--- config.mk ---
export PLATFORM = sky130hd
export DESIGN_NAME = theremin_audio_sample_sched
export DESIGN_NICKNAME = d
export VERILOG_FILES = /design/src/rtl/theremin_audio_pkg.sv /design/src/rtl/theremin_sat_counter.sv /design/src/rtl/theremin_audio_sample_sched.sv
export SDC_FILE = /design/constraint.sdc
export NUM_CORES = 1
export LEC_CHECK = 0
export BUFFER_PORTS_ARGS = -buffer_cell sky130_fd_sc_hd__buf_4
export CELL_PAD_IN_SITES_DETAIL_PLACEMENT = 1
export CELL_PAD_IN_SITES_GLOBAL_PLACEMENT = 2
export CORE_MARGIN = 2
export CORE_UTILIZATION = 26
export CTS_CLUSTER_DIAMETER = 120
export CTS_CLUSTER_SIZE = 16
export DETAILED_ROUTE_END_ITERATION = 8
export HOLD_SLACK_MARGIN = 0.05
export PLACE_DENSITY = 0.9
export SLEW_MARGIN = 20
export SYNTH_ARGS = -nofsm -noshare
export SYNTH_HDL_FRONTEND = slang
export SYNTH_SLANG_ARGS = --single-unit
--- constraint.sdc ---
create_clock -name CLK -period 2.4 [get_ports CLK]
set_clock_uncertainty 0.15 [all_clocks]
set_input_delay 0.12 -clock CLK [delete_from_list [all_inputs] [get_ports CLK]]
set_output_delay 0.12 -clock CLK [all_outputs]
set_load 0.1 [all_outputs]
--- src/rtl/theremin_audio_pkg.sv ---
// Shared types and constants for the theremin per-sample audio scheduler.
package theremin_audio_pkg;

   localparam int unsigned SAMPLE_W_DEFAULT   = 24;
   localparam int unsigned SAMPLE_PERIOD_CLKS = 3072;

   typedef enum logic [2:0] {
      StIdle,
      StCapture,
      StWait,
      StLoad,
      StAck,
      StDone
   } audio_sched_state_t;

   typedef struct packed {
      logic [SAMPLE_W_DEFAULT-1:0] l0;
      logic [SAMPLE_W_DEFAULT-1:0] r0;
      logic [SAMPLE_W_DEFAULT-1:0] l1;
      logic [SAMPLE_W_DEFAULT-1:0] r1;
   } audio_frame_t;

endpackage

--- src/rtl/theremin_sat_counter.sv ---
// Saturating up-counter with synchronous active-high reset; clear has priority over inc.
module theremin_sat_counter #(
   parameter int unsigned WIDTH = 16
) (
   input  logic             clk_i,
   input  logic             rst_i,
   input  logic             inc_i,
   input  logic             clear_i,
   output logic [WIDTH-1:0] count_o
);

   logic [WIDTH-1:0] count_q, count_d;

   always_comb begin
      count_d = count_q;
      if (clear_i) begin
         count_d = '0;
      end else if (inc_i && (count_q != '1)) begin
         count_d = count_q + WIDTH'(1);
      end
   end

   always_ff @(posedge clk_i) begin
      if (rst_i) begin
         count_q <= '0;
      end else begin
         count_q <= count_d;
      end
   end

   assign count_o = count_q;

endmodule

--- src/rtl/theremin_audio_sample_sched.sv ---
// Per-sample scheduler: captures Line In, fetches a synth frame by REQ/READY,
// loads the audio_io output registers and acknowledges the IRQ within a bounded time.
module theremin_audio_sample_sched
   import theremin_audio_pkg::*;
#(
   parameter int unsigned SAMPLE_W       = SAMPLE_W_DEFAULT,
   parameter int unsigned TIMEOUT_CYCLES = 2048,
   parameter int unsigned UNDERRUN_W     = 16
) (
   input  logic                  CLK,
   input  logic                  RESET,
   input  logic                  IRQ,
   output logic                  ACK,
   input  logic [SAMPLE_W-1:0]   IN_LEFT_CHANNEL,
   input  logic [SAMPLE_W-1:0]   IN_RIGHT_CHANNEL,
   output logic [SAMPLE_W-1:0]   OUT_LEFT_CHANNEL0,
   output logic [SAMPLE_W-1:0]   OUT_RIGHT_CHANNEL0,
   output logic [SAMPLE_W-1:0]   OUT_LEFT_CHANNEL1,
   output logic [SAMPLE_W-1:0]   OUT_RIGHT_CHANNEL1,
   output logic                  SAMPLE_REQ,
   input  logic                  SAMPLE_READY,
   input  logic [SAMPLE_W-1:0]   SRC_L0,
   input  logic [SAMPLE_W-1:0]   SRC_R0,
   input  logic [SAMPLE_W-1:0]   SRC_L1,
   input  logic [SAMPLE_W-1:0]   SRC_R1,
   output logic [SAMPLE_W-1:0]   LINE_IN_LEFT,
   output logic [SAMPLE_W-1:0]   LINE_IN_RIGHT,
   output logic                  LINE_IN_VALID,
   input  logic                  MUTE,
   output logic [UNDERRUN_W-1:0] UNDERRUN_COUNT,
   output logic                  BUSY
);

   localparam int unsigned CntW = (TIMEOUT_CYCLES > 1) ? $clog2(TIMEOUT_CYCLES) : 1;
   localparam logic [CntW-1:0] CntLast = CntW'(TIMEOUT_CYCLES - 1);

   if ((TIMEOUT_CYCLES == 0) || (TIMEOUT_CYCLES + 3 >= SAMPLE_PERIOD_CLKS)) begin : g_bound_err
      $error("TIMEOUT_CYCLES must be nonzero and leave IRQ-to-ACK inside one sample period");
   end

   audio_sched_state_t state_q;
   logic                irq_q;
   logic [CntW-1:0]     tmo_cnt_q;
   logic                ack_q;
   logic                req_q;
   logic                lin_valid_q;
   logic                busy_q;
   logic [SAMPLE_W-1:0] lin_l_q, lin_r_q;
   logic [SAMPLE_W-1:0] out_l0_q, out_r0_q, out_l1_q, out_r1_q;

   logic req_phase;
   logic ready_seen;
   logic timeout;

   // The capture cycle already drives SAMPLE_REQ, so it is the first cycle of the request window.
   always_comb begin
      req_phase  = (state_q == StCapture) || (state_q == StWait);
      ready_seen = req_phase && SAMPLE_READY;
      timeout    = req_phase && !SAMPLE_READY && (tmo_cnt_q == CntLast);
   end

   always_ff @(posedge CLK) begin
      if (RESET) begin
         state_q     <= StIdle;
         irq_q       <= 1'b0;
         tmo_cnt_q   <= '0;
         ack_q       <= 1'b0;
         req_q       <= 1'b0;
         lin_valid_q <= 1'b0;
         busy_q      <= 1'b0;
         lin_l_q     <= '0;
         lin_r_q     <= '0;
         out_l0_q    <= '0;
         out_r0_q    <= '0;
         out_l1_q    <= '0;
         out_r1_q    <= '0;
      end else begin
         irq_q       <= IRQ;
         lin_valid_q <= 1'b0;
         ack_q       <= 1'b0;
         unique case (state_q)
            StIdle: begin
               if (IRQ && !irq_q) begin
                  state_q     <= StCapture;
                  lin_l_q     <= IN_LEFT_CHANNEL;
                  lin_r_q     <= IN_RIGHT_CHANNEL;
                  lin_valid_q <= 1'b1;
                  req_q       <= 1'b1;
                  tmo_cnt_q   <= '0;
                  busy_q      <= 1'b1;
               end
            end
            StCapture, StWait: begin
               if (ready_seen) begin
                  state_q  <= StLoad;
                  req_q    <= 1'b0;
                  out_l0_q <= MUTE ? '0 : SRC_L0;
                  out_r0_q <= MUTE ? '0 : SRC_R0;
                  out_l1_q <= MUTE ? '0 : SRC_L1;
                  out_r1_q <= MUTE ? '0 : SRC_R1;
               end else if (timeout) begin
                  // Underrun: repeat the previous frame unless muted.
                  state_q <= StLoad;
                  req_q   <= 1'b0;
                  if (MUTE) begin
                     out_l0_q <= '0;
                     out_r0_q <= '0;
                     out_l1_q <= '0;
                     out_r1_q <= '0;
                  end
               end else begin
                  state_q   <= StWait;
                  tmo_cnt_q <= tmo_cnt_q + CntW'(1);
               end
            end
            StLoad: begin
               state_q <= StAck;
               ack_q   <= 1'b1;
            end
            StAck: begin
               state_q <= StDone;
            end
            StDone: begin
               if (!IRQ) begin
                  state_q <= StIdle;
                  busy_q  <= 1'b0;
               end
            end
            default: begin
               state_q <= StIdle;
               req_q   <= 1'b0;
               busy_q  <= 1'b0;
            end
         endcase
      end
   end

   theremin_sat_counter #(
      .WIDTH (UNDERRUN_W)
   ) u_underrun_cnt (
      .clk_i   (CLK),
      .rst_i   (RESET),
      .inc_i   (timeout),
      .clear_i (1'b0),
      .count_o (UNDERRUN_COUNT)
   );

   assign ACK                = ack_q;
   assign SAMPLE_REQ         = req_q;
   assign LINE_IN_VALID      = lin_valid_q;
   assign BUSY               = busy_q;
   assign LINE_IN_LEFT       = lin_l_q;
   assign LINE_IN_RIGHT      = lin_r_q;
   assign OUT_LEFT_CHANNEL0  = out_l0_q;
   assign OUT_RIGHT_CHANNEL0 = out_r0_q;
   assign OUT_LEFT_CHANNEL1  = out_l1_q;
   assign OUT_RIGHT_CHANNEL1 = out_r1_q;

endmodule

==> run summary <==
status - finished, final reports clean
Post-DRT Antenna Nets - 0
detailed-router iteration count before antenna repair - 4
Post-synth EDFFs - 0
async set-reset flop share out of synthesis - 0
Syn Nets - 784
HPWL Detailed - 14800 um
later-pin clock latency in the skew report - 0.42 ns
slowest cell delay on critical path - 0.39 ns
Post-Syn Area - 6250 um^2
Top FF cell, synth - dfxtp_1
headroom to the max-slew limit - 0.633
RePlAce Congestion - 0.757
Yosys warnings - 0
cell count after synthesis - 633
Area growth syn-to-layout - 76.0%
number of buffers and inverters on the critical path - 1
reg2reg setup slack - 0.27 ns
FILL cells - 2660
number of post-CTS setup repair buffers - 0
final hold vios - 0
# clock sinks - 179
Worst Max-Slew Pin Slew - 0.550 ns
Worst-path clk slew - 0.07 ns
Pwr Total - 0.00944 W
Die Height - 159 um
vias in the first global route - 7140
startpoint types - register
clk root buf - clkbuf_16
critical path, cell by cell - xor2_2 > nand2b_1 > a21oi_1 > nor2_4 > buf_12 > a22o_1
Die X - 159 um
Worst setup EP type - register
TritonCTS Buffers - 17
slowest CP cell - dfxtp_1
WL final - 25200 um
Max Root-Sink Buffers - 2
Final nets - 1229
Core Rows - 56
number of port buffers - 312
highest clock rate - 0.470 GHz
Yosys top cell by area - dfxtp_1
final setup fails - 0
die area - 25300 um^2
WP data required - 2.55 ns
syn_area_per_cell - 9.87 um^2
via count - 6517
Hold Path Class - primary input to register
shortest period the worst path allows - 2.13 ns
crit path kind - register to register
leading cell type in the layout, fill and taps excluded - buf_4
Synth Register Bits - 179
max_cap viols - 0
layout cells sized above 1 - 0.343
Yosys top cell area share - 0.573
Pins Over Slew Limit - 0
TritonCTS clock tree - yes
routed len/inst - 17.8 um
register area share after synthesis - 0.573
core area - 23500 um^2
DR DRC count - 0
Crit path max-delay family - compound AO/OA/AOI/OAI gates
Final period util - 0.887
Netlist cell types - 46
Ports - 313
Lkg Pwr - 4.79 nW
first-pass GRT wire length - 39200 um
H-tree Lvls - 4
PD cells - 858 nW/um^2
initial antenna violation count - 5
Starting Density - 0.265
gr usage total - 0.193
commonest non-fill, non-tap cells in the layout - 322 x buf_4, 170 x dfxtp_1, 148 x dlygate4sd3_1
Vias/cell - 4.61
TNS Setup - 0 ns
Area contributors post-synth - dfxtp_1 57%, a22o_1 14%, nand2_1 6.7%, a21oi_1 5.4%, clkbuf_1 1.7%
CP arrival - 2.28 ns
CP Max Fanout - 96
grt ovf - 0
RSZ-0062 raised after global routing - no
largest net degree at the start of global routing - 97
VDD IR-drop max - 372 uV
DRT iter0 DRCs - 264
metrics by stage:
stage                     std cells  worst slack [ns]  hold slack [ns]  instance area [um^2]   util
final                          1415             0.272            0.175                 11000  0.467
after detailed placement       1230             0.341            0.184                  8930  0.380
after global placement         1230             0.377            0.178                  8930  0.380
after global routing           1415            0.0837            0.202                 11000  0.467
after CTS                      1410             0.313            0.184                 11000  0.467
after floorplan                 633           0.00957           0.0955                  6260      -
cells in the mapped netlist (2+ instances only):
| library cell | count |
|---|---|
| nand4_1 | 9 |
| and4_1 | 3 |
| nand2b_1 | 3 |
| nor3b_1 | 2 |
| nor2_1 | 27 |
| nor2b_1 | 4 |
| buf_4 | 2 |
| xor2_1 | 6 |
| or4_1 | 6 |
| or3_1 | 3 |
| xnor2_1 | 7 |
| o31ai_1 | 4 |
| ha_1 | 2 |
| clkbuf_1 | 28 |
| inv_1 | 6 |
| o21ai_0 | 5 |
| and3_1 | 3 |
| nor4_1 | 4 |
| nand3_1 | 11 |
| a21oi_1 | 67 |
| a22o_1 | 97 |
| nand2_1 | 111 |
| a211oi_1 | 2 |
| nor3_1 | 6 |
| dfxtp_1 | 179 |
| and2_1 | 3 |
| buf_2 | 14 |
power by group:
group          total, W  switching, W  leakage [nW]  internal, W
Sequential      0.00339      0.000166          1.46      0.00323
Combinational   0.00333       0.00246          3.05     0.000868
Clock           0.00272       0.00134         0.281      0.00139
Total           0.00944       0.00396          4.79      0.00548
flip-flops by register name (all words and copies together), names as in the netlist:
signal and flops:
OUT_LEFT_CHANNEL1 24, SAMPLE_REQ 1, OUT_RIGHT_CHANNEL1 24, irq_q 1, u_underrun_cnt.count_o 16, tmo_cnt_q 11, LINE_IN_LEFT 24, LINE_IN_RIGHT 24
OUT_LEFT_CHANNEL0 24, OUT_RIGHT_CHANNEL0 24, ACK 1, BUSY 1, LINE_IN_VALID 1, state_q 3
per-layer routing:
| layer | global-route usage | vias to the layer above | part of all wire |
|---|---|---|---|
| li1 | - | 3144 | - |
| met1 | 0.212 | 3104 | 0.39 |
| met2 | 0.352 | 214 | 0.52 |
| met3 | 0.0495 | 55 | 0.051 |
| met4 | 0.0847 | 0 | 0.034 |
| met5 | 0 | - | 0 |
kinds of logic after synthesis:
kind of cell               after synthesis  synth area share
and+or+nand+nor                        203             0.153
AOI/OAI and AO/OA                      181             0.210
DFF                                    179             0.573
buffers and inverters                   53            0.0372
xor gates and xnor gates                14            0.0208
adders and majority gates                2           0.00400
muxes                                    1           0.00160
final cells by class:
type                            count  area, um^2  share of cell area
Multi-Input combinational cell    401        2440               0.222
Antenna cell                        5        12.5             0.00114
Timing Repair Buffer              473        3960               0.360
Clock inverter                     14         141              0.0129
Inverter                            6        22.5             0.00205
Sequential cell                   179        3590               0.327
Clock buffer                       18         429              0.0390
Tap cell                          319         399              0.0363
final timing paths:
path,cells past startpoint,start,endpoint
setup / recovery,6,state_q[0]$_SDFFE_PP0P_,OUT_LEFT_CHANNEL0[13]$_SDFFE_PP0P_
setup reg to reg,6,state_q[0]$_SDFFE_PP0P_,OUT_LEFT_CHANNEL0[13]$_SDFFE_PP0P_
hold reg to reg,2,LINE_IN_RIGHT[3]$_SDFFE_PP0P_,LINE_IN_RIGHT[3]$_SDFFE_PP0P_
hold / removal,4,MUTE,OUT_LEFT_CHANNEL1[7]$_SDFFE_PP0P_
tightest hold or removal path: stages:
cell and delay, ns:
buf_4 0.10, nor4_4 0.05, buf_12 0.20, a22o_1 0.22
timing repair:
action	4_1_cts	5_1_grt
hold buffers	148	0
gates resized for setup	0	0
endpoints found under the setup margin	0	0
endpoints found under the hold margin	163	0
No activity file was read; power rests on OpenSTA's default activity.
